## config.mk

```make
export PLATFORM = sky130hd
export DESIGN_NAME = serial_addsub_10_flat
export DESIGN_NICKNAME = d
export VERILOG_FILES = /design/src/rtl/serial_addsub_10_pkg.sv /design/src/rtl/serial_addsub_10_if.sv /design/src/rtl/serial_addsub_10_fa.sv /design/src/rtl/serial_addsub_10.sv /design/src/flat_wrapper.sv
export SDC_FILE = /design/constraint.sdc
export NUM_CORES = 1
export LEC_CHECK = 0
export CORE_MARGIN = 3
export CORE_UTILIZATION = 48
export CTS_BUF_LIST = sky130_fd_sc_hd__clkbuf_2
export DETAILED_ROUTE_END_ITERATION = 10
export PLACE_DENSITY = 0.74
export SYNTH_ARGS = -nofsm -noshare
export SYNTH_HDL_FRONTEND = slang
export SYNTH_SLANG_ARGS = --single-unit
```

## constraint.sdc

```tcl
create_clock -name clk -period 1.74 [get_ports clk]
set_input_delay 0.174 -clock clk [delete_from_list [all_inputs] [get_ports clk]]
set_output_delay 0.174 -clock clk [all_outputs]
set_load 0.1 [all_outputs]
```

## src/rtl/serial_addsub_10_pkg.sv

```systemverilog
// Shared types and sizing for the bit-serial 10-bit adder/subtractor.
package serial_addsub_pkg;

   typedef enum logic [1:0] {
      IDLE  = 2'd0,
      SHIFT = 2'd1,
      DONE  = 2'd2
   } state_e;

   localparam int DEFAULT_WIDTH = 10;

   // Bit counter must be able to represent 0..WIDTH.
   function automatic int cnt_width(input int w);
      return $clog2(w + 1);
   endfunction

endpackage

```

## src/rtl/serial_addsub_10_if.sv

```systemverilog
// Request/response bundle between the negation stage and the serial add/sub unit.
interface serial_addsub_10_if
   import serial_addsub_pkg::*;
#(
   parameter int WIDTH = DEFAULT_WIDTH
);
   logic             start;
   logic             sub;
   logic [WIDTH-1:0] A;
   logic [WIDTH-1:0] B;
   logic             busy;
   logic             done;
   logic [WIDTH-1:0] S;
   logic             Co;
   logic             V;

   modport master (
      output start, sub, A, B,
      input  busy, done, S, Co, V
   );

   modport slave (
      input  start, sub, A, B,
      output busy, done, S, Co, V
   );

endinterface

```

## src/rtl/serial_addsub_10_fa.sv

```systemverilog
// Single full-adder cell; the only arithmetic in the serial datapath.
module full_adder_1 (
   input  logic a,
   input  logic b,
   input  logic ci,
   output logic s,
   output logic co
);

   assign s  = a ^ b ^ ci;
   assign co = (a & b) | (ci & (a ^ b));

endmodule

```

## src/rtl/serial_addsub_10.sv

```systemverilog
// Bit-serial two's-complement add/subtract, LSB first, one bit per clock.
module serial_addsub_10
   import serial_addsub_pkg::*;
#(
   parameter int WIDTH = DEFAULT_WIDTH
) (
   input  logic               clk,
   input  logic               reset_n,
   serial_addsub_10_if.slave  bus
);

   localparam int CNT_W = cnt_width(WIDTH);
   localparam logic [CNT_W-1:0] LAST_BIT = CNT_W'(WIDTH - 1);

   state_e             state_q, state_d;
   logic [WIDTH-1:0]   a_sr_q, a_sr_d;
   logic [WIDTH-1:0]   b_sr_q, b_sr_d;
   logic [WIDTH-1:0]   res_sr_q, res_sr_d;
   logic [CNT_W-1:0]   count_q, count_d;
   logic               carry_q, carry_d;
   logic               c_msb_q, c_msb_d;
   logic [WIDTH-1:0]   s_q, s_d;
   logic               co_q, co_d;
   logic               v_q, v_d;
   logic               busy_q, busy_d;
   logic               done_q, done_d;

   logic               fa_s, fa_co;

   full_adder_1 u_fa (
      .a  (a_sr_q[0]),
      .b  (b_sr_q[0]),
      .ci (carry_q),
      .s  (fa_s),
      .co (fa_co)
   );

   always_comb begin
      state_d  = state_q;
      a_sr_d   = a_sr_q;
      b_sr_d   = b_sr_q;
      res_sr_d = res_sr_q;
      count_d  = count_q;
      carry_d  = carry_q;
      c_msb_d  = c_msb_q;
      s_d      = s_q;
      co_d     = co_q;
      v_d      = v_q;
      busy_d   = 1'b0;
      done_d   = 1'b0;

      unique case (state_q)
         IDLE, DONE: begin
            state_d = IDLE;
            if (bus.start) begin
               // Subtract is A + ~B + 1: invert B here, inject the +1 as carry-in.
               state_d = SHIFT;
               a_sr_d  = bus.A;
               b_sr_d  = bus.B ^ {WIDTH{bus.sub}};
               carry_d = bus.sub;
               count_d = '0;
               busy_d  = 1'b1;
            end
         end
         SHIFT: begin
            a_sr_d   = a_sr_q >> 1;
            b_sr_d   = b_sr_q >> 1;
            res_sr_d = {fa_s, res_sr_q[WIDTH-1:1]};
            carry_d  = fa_co;
            count_d  = count_q + CNT_W'(1);
            busy_d   = 1'b1;
            if (count_q == LAST_BIT) begin
               // Publish on the edge into DONE so results appear with the done pulse.
               state_d = DONE;
               busy_d  = 1'b0;
               done_d  = 1'b1;
               c_msb_d = carry_q;
               s_d     = {fa_s, res_sr_q[WIDTH-1:1]};
               co_d    = fa_co;
               v_d     = carry_q ^ fa_co;
            end
         end
         default: state_d = IDLE;
      endcase
   end

   always_ff @(posedge clk or negedge reset_n) begin
      if (!reset_n) begin
         state_q  <= IDLE;
         a_sr_q   <= '0;
         b_sr_q   <= '0;
         res_sr_q <= '0;
         count_q  <= '0;
         carry_q  <= 1'b0;
         c_msb_q  <= 1'b0;
         s_q      <= '0;
         co_q     <= 1'b0;
         v_q      <= 1'b0;
         busy_q   <= 1'b0;
         done_q   <= 1'b0;
      end else begin
         state_q  <= state_d;
         a_sr_q   <= a_sr_d;
         b_sr_q   <= b_sr_d;
         res_sr_q <= res_sr_d;
         count_q  <= count_d;
         carry_q  <= carry_d;
         c_msb_q  <= c_msb_d;
         s_q      <= s_d;
         co_q     <= co_d;
         v_q      <= v_d;
         busy_q   <= busy_d;
         done_q   <= done_d;
      end
   end

   assign bus.busy = busy_q;
   assign bus.done = done_q;
   assign bus.S    = s_q;
   assign bus.Co   = co_q;
   assign bus.V    = v_q;

endmodule

```

## src/flat_wrapper.sv

```systemverilog
// flat-port wrapper written by rule: the top's interface ports become plain ports
module serial_addsub_10_flat import serial_addsub_pkg::*;
#(
   parameter int WIDTH = DEFAULT_WIDTH
)
  (clk, reset_n, bus_start, bus_sub, bus_A, bus_B, bus_busy, bus_done, bus_S, bus_Co, bus_V);
  serial_addsub_10_if #(.WIDTH(WIDTH)) bus_i ();
  input  logic clk;
  input  logic reset_n;
  input wire logic [$bits(bus_i.start)-1:0] bus_start;
  input wire logic [$bits(bus_i.sub)-1:0] bus_sub;
  input wire logic [$bits(bus_i.A)-1:0] bus_A;
  input wire logic [$bits(bus_i.B)-1:0] bus_B;
  output wire logic [$bits(bus_i.busy)-1:0] bus_busy;
  output wire logic [$bits(bus_i.done)-1:0] bus_done;
  output wire logic [$bits(bus_i.S)-1:0] bus_S;
  output wire logic [$bits(bus_i.Co)-1:0] bus_Co;
  output wire logic [$bits(bus_i.V)-1:0] bus_V;
  assign bus_i.start = bus_start;
  assign bus_i.sub = bus_sub;
  assign bus_i.A = bus_A;
  assign bus_i.B = bus_B;
  assign bus_busy = bus_i.busy;
  assign bus_done = bus_i.done;
  assign bus_S = bus_i.S;
  assign bus_Co = bus_i.Co;
  assign bus_V = bus_i.V;
  serial_addsub_10 #(.WIDTH(WIDTH)) u_core (.clk(clk), .reset_n(reset_n), .bus(bus_i));
endmodule
```

==> results of run 1 <==
[power breakdown]
group	switching, mW	internal [mW]
combinational	1.80	0.876
clock	0.330	0.231
sequential	0.350	1.67
[state kept, by name (all words and copies together), names as in the netlist, 2 cells and up]
signal and flops:
u_core.res_sr_q 9, u_core.state_q 2, u_core.count_q 4, u_core.bus.S 10, u_core.a_sr_q 10, u_core.b_sr_q 10
[per-layer routing]
metal	vias up	GRT usage [%]	share of wire (%)
met4	0	5.23	0.45
met5	-	0	0
li1	717	-	-
met2	40	28.2	50
met1	742	21.0	45
met3	2	5.47	5.2
[logic make-up after synthesis]
family	Yosys count	share of synthesized area, %
compound gates	24	9.23
xor+xnor	11	4.42
fa+ha+maj	3	2.06
buf+inv	15	4.19
flops	50	57.3
mux	14	8.66
simple gates	71	14.1
[area by class of cell]
type	instances	area share [%]
Sequential cell	50	47.4
Multi-Input combinational cell	123	31.8
Timing Repair Buffer	46	16.1
Tap cell	50	2.37
Clock inverter	2	1.28
Clock buffer	5	0.947
Inverter	1	0.142
[placed cells by master, fill, tap and decap left out]
master	count
a221o_1	9
a22o_1	2
a22oi_1	10
and2b_1	1
buf_12	2
buf_2	1
buf_4	20
bufinv_16	1
clkbuf_2	5
clkdlybuf4s50_1	22
clkinv_1	1
dfrtp_1	50
dlygate4sd3_1	1
fa_1	1
ha_1	2
inv_1	1
mux2_2	3
mux2_4	9
mux2i_1	2
nand2_1	43
nand2b_1	2
nand3_1	11
nand4_1	1
nor2_1	10
nor2b_1	1
nor3_1	1
nor3_4	1
o21ai_0	2
o2bb2ai_1	1
xnor2_1	9
xor2_1	2
[timing repair]
action | in CTS | in global routing
resized for setup | 0 | 0
hold buffers | 1 | 0
endpoints found under the hold margin | 50 | 0
setup buffers | 0 | 0
[how the worst min path moves through the flow]
stage	cells past startpoint	endpoint	from	slack (ps)
floorplan	0	u_core.a_sr_q[0]$_DFFE_PN0P_	reset_n	-120
global placement	1	u_core.bus.S[0]$_DFFE_PN0P_	reset_n	20
detailed placement	1	u_core.bus.S[0]$_DFFE_PN0P_	reset_n	20
CTS	2	u_core.bus.S[0]$_DFFE_PN0P_	reset_n	70
global route	2	u_core.res_sr_q[2]$_DFFE_PN0P_	reset_n	60
finish	2	u_core.bus.S[2]$_DFFE_PN0P_	reset_n	110
[metrics by stage]
step           cells  hold slack, ps  utilization, %  setup WS, ps
2_1_floorplan    188            -122               -           272
3_3_place_gp     269            17.8            61.2           148
3_5_place_dp     269            20.4            61.2          22.9
4_1_cts          277            71.2            62.9           164
5_1_grt          277            57.3            62.9          46.9
6_report         277             115            62.9           164
==> summary.txt, run 1 <==
Min path
  • Worst min-delay path category: input pin to asynchronous set/reset pin

GRT
  • Initial antenna violation count: 0
  • Largest net degree at the start of global routing: 45
  • First-pass GRT wire length: 6.98 mm
  • Vias in the first global route: 1,527
  • Global Route Usage Sum: ~17%
  • Gr ovfl total: 0

Detailed routing
  • DR pass1 iterations: 4
  • Total wire length: between 4 and 5 mm
  • Via count: around 1,500
  • Final ANT Viol Nets: 0
  • DRC viols: 0
  • DR WL/cell: between 10 and 15 um
  • Drt first-iter violations: 89
  • Vias per inst: between 5 and 6

Pwr
  • Peak VDD IR: between 0.0007 and 0.0008 V
  • PwrDens: around 2000 nW/um2
  • Pleak: 1.27 nW
  • Tot Pwr: between 5 and 6 mW

Layout
  • Ant diodes: 0
  • Sequential Area: 1250 um2
  • Area of the multi-input gates: 840 um2
  • Post-route cell area: 2640 um2
  • Fill count: 335
  • Share of layout cells above drive strength 1: around 19%
  • Layout Area Growth over Synthesis: 21.0%
  • Post-layout net count: approximately 250

Timing
  • Tmin final: between 1500 and 2000 ps
  • Setup_tns: 0 ps
  • Final Max Slew Viols: 0
  • Max_slew headroom: 48.2%
  • RSZ-0062 raised after global routing: false
  • Max Clock Skew: 17.5 ps
  • Final period util: 90.6%
  • Max Fclk: 634 MHz
  • Setup violators final: 0
  • Worst Max-Slew Pin Slew: 775 ps
  • Final hold violations: 0

Synthesis
  • Synth top cells by count: dfrtp_1 (50), nand2_1 (43), nand3_1 (11), a22oi_1 (10), nor2_1 (10)
  • Mapped Area: 2180 um2
  • Seq cells post-synth: 50
  • Synth cell types: 28
  • Sequential cell area fraction in the yosys report: 57.3%
  • Ranking of synthesized cells by area: dfrtp_1 (57%), nand2_1 (7.4%), mux2_4 (6.2%), a221o_1 (4.1%), xnor2_1 (3.6%)
  • Most common cell in the netlist: dfrtp_1
  • Top-area cell type share of the netlist area: 57.3%
  • Syn Area/Cell: 11.6 um2
  • Ys async rst share: 100%
  • Synth Warn #: 0
  • Synth Instances: roughly 190
  • Post-synth EDFFs: 0
  • Syn Nets: 215
  • Synth area leader: dfrtp_1
  • Synth Flop Type: dfrtp_1

Setup path
  • Reg-to-reg startpoint: u_core.state_q[0]$_DFFE_PN0P_
  • Crit path depth: 3
  • Reg2reg path depth: 3
  • Crit-path cells: and2b_1 -> nor2_1 -> a221o_1
  • Crit start category: register
  • CP startpoint: u_core.state_q[0]$_DFFE_PN0P_
  • Worst Setup Path Type: register to register
  • Worst setup EP type: register
  • Slowest CP cell: nor2_1
  • Flop2flop setup slack: 160 ps
  • Critical path required time: approximately 2100 ps
  • Crit-path max cell delay: around 600 ps
  • Critical path peak fanout: 12
  • CP Buf/Inv Count: 0
  • Crit path to: u_core.b_sr_q[1]$_DFFE_PN0P_
  • Crit-path leading delay family: simple AND/OR/NAND/NOR gates
  • Worst EP arrival: 1940 ps
  • R2R Path End: u_core.b_sr_q[1]$_DFFE_PN0P_

Place
  • DP Area: 2570 um2
  • IO Port Bufs: 37
  • Detail Placement HPWL: 2.80 mm
  • Gp weighted congestion: 0.766

Clocking
  • Root Buffer: clkbuf_2
  • CTS max path bufs: 2
  • CTS buffer count: 5
  • CTS tree: yes
  • Clk pin slew, worst setup/hold paths: 230 ps
  • CTS sink cnt: 50
  • CTS H-tree depth: 2
  • Insertion delay to the later sink of the worst-skew pair: 400 ps

Status
  • Status: complete, no violations

Die
  • Cell Rows: 23
  • Core area: 4200 um2
  • Initial core utilization: around half
  • IO Pins: 38
  • Die area: 5390 um2
  • Die width: 73.4 um
  • Die Y: approximately 73 um

Run
  • Number of maximum-capacitance violations: 0
Note: power is estimated with default switching activity, not from simulation.
==> run 2, diff against run 1 <==
Settings changed: CAP_MARGIN set to 20.
==> results of run 2 <==
Same layout as run 1: the final DEF is identical, and so are final timing and power.
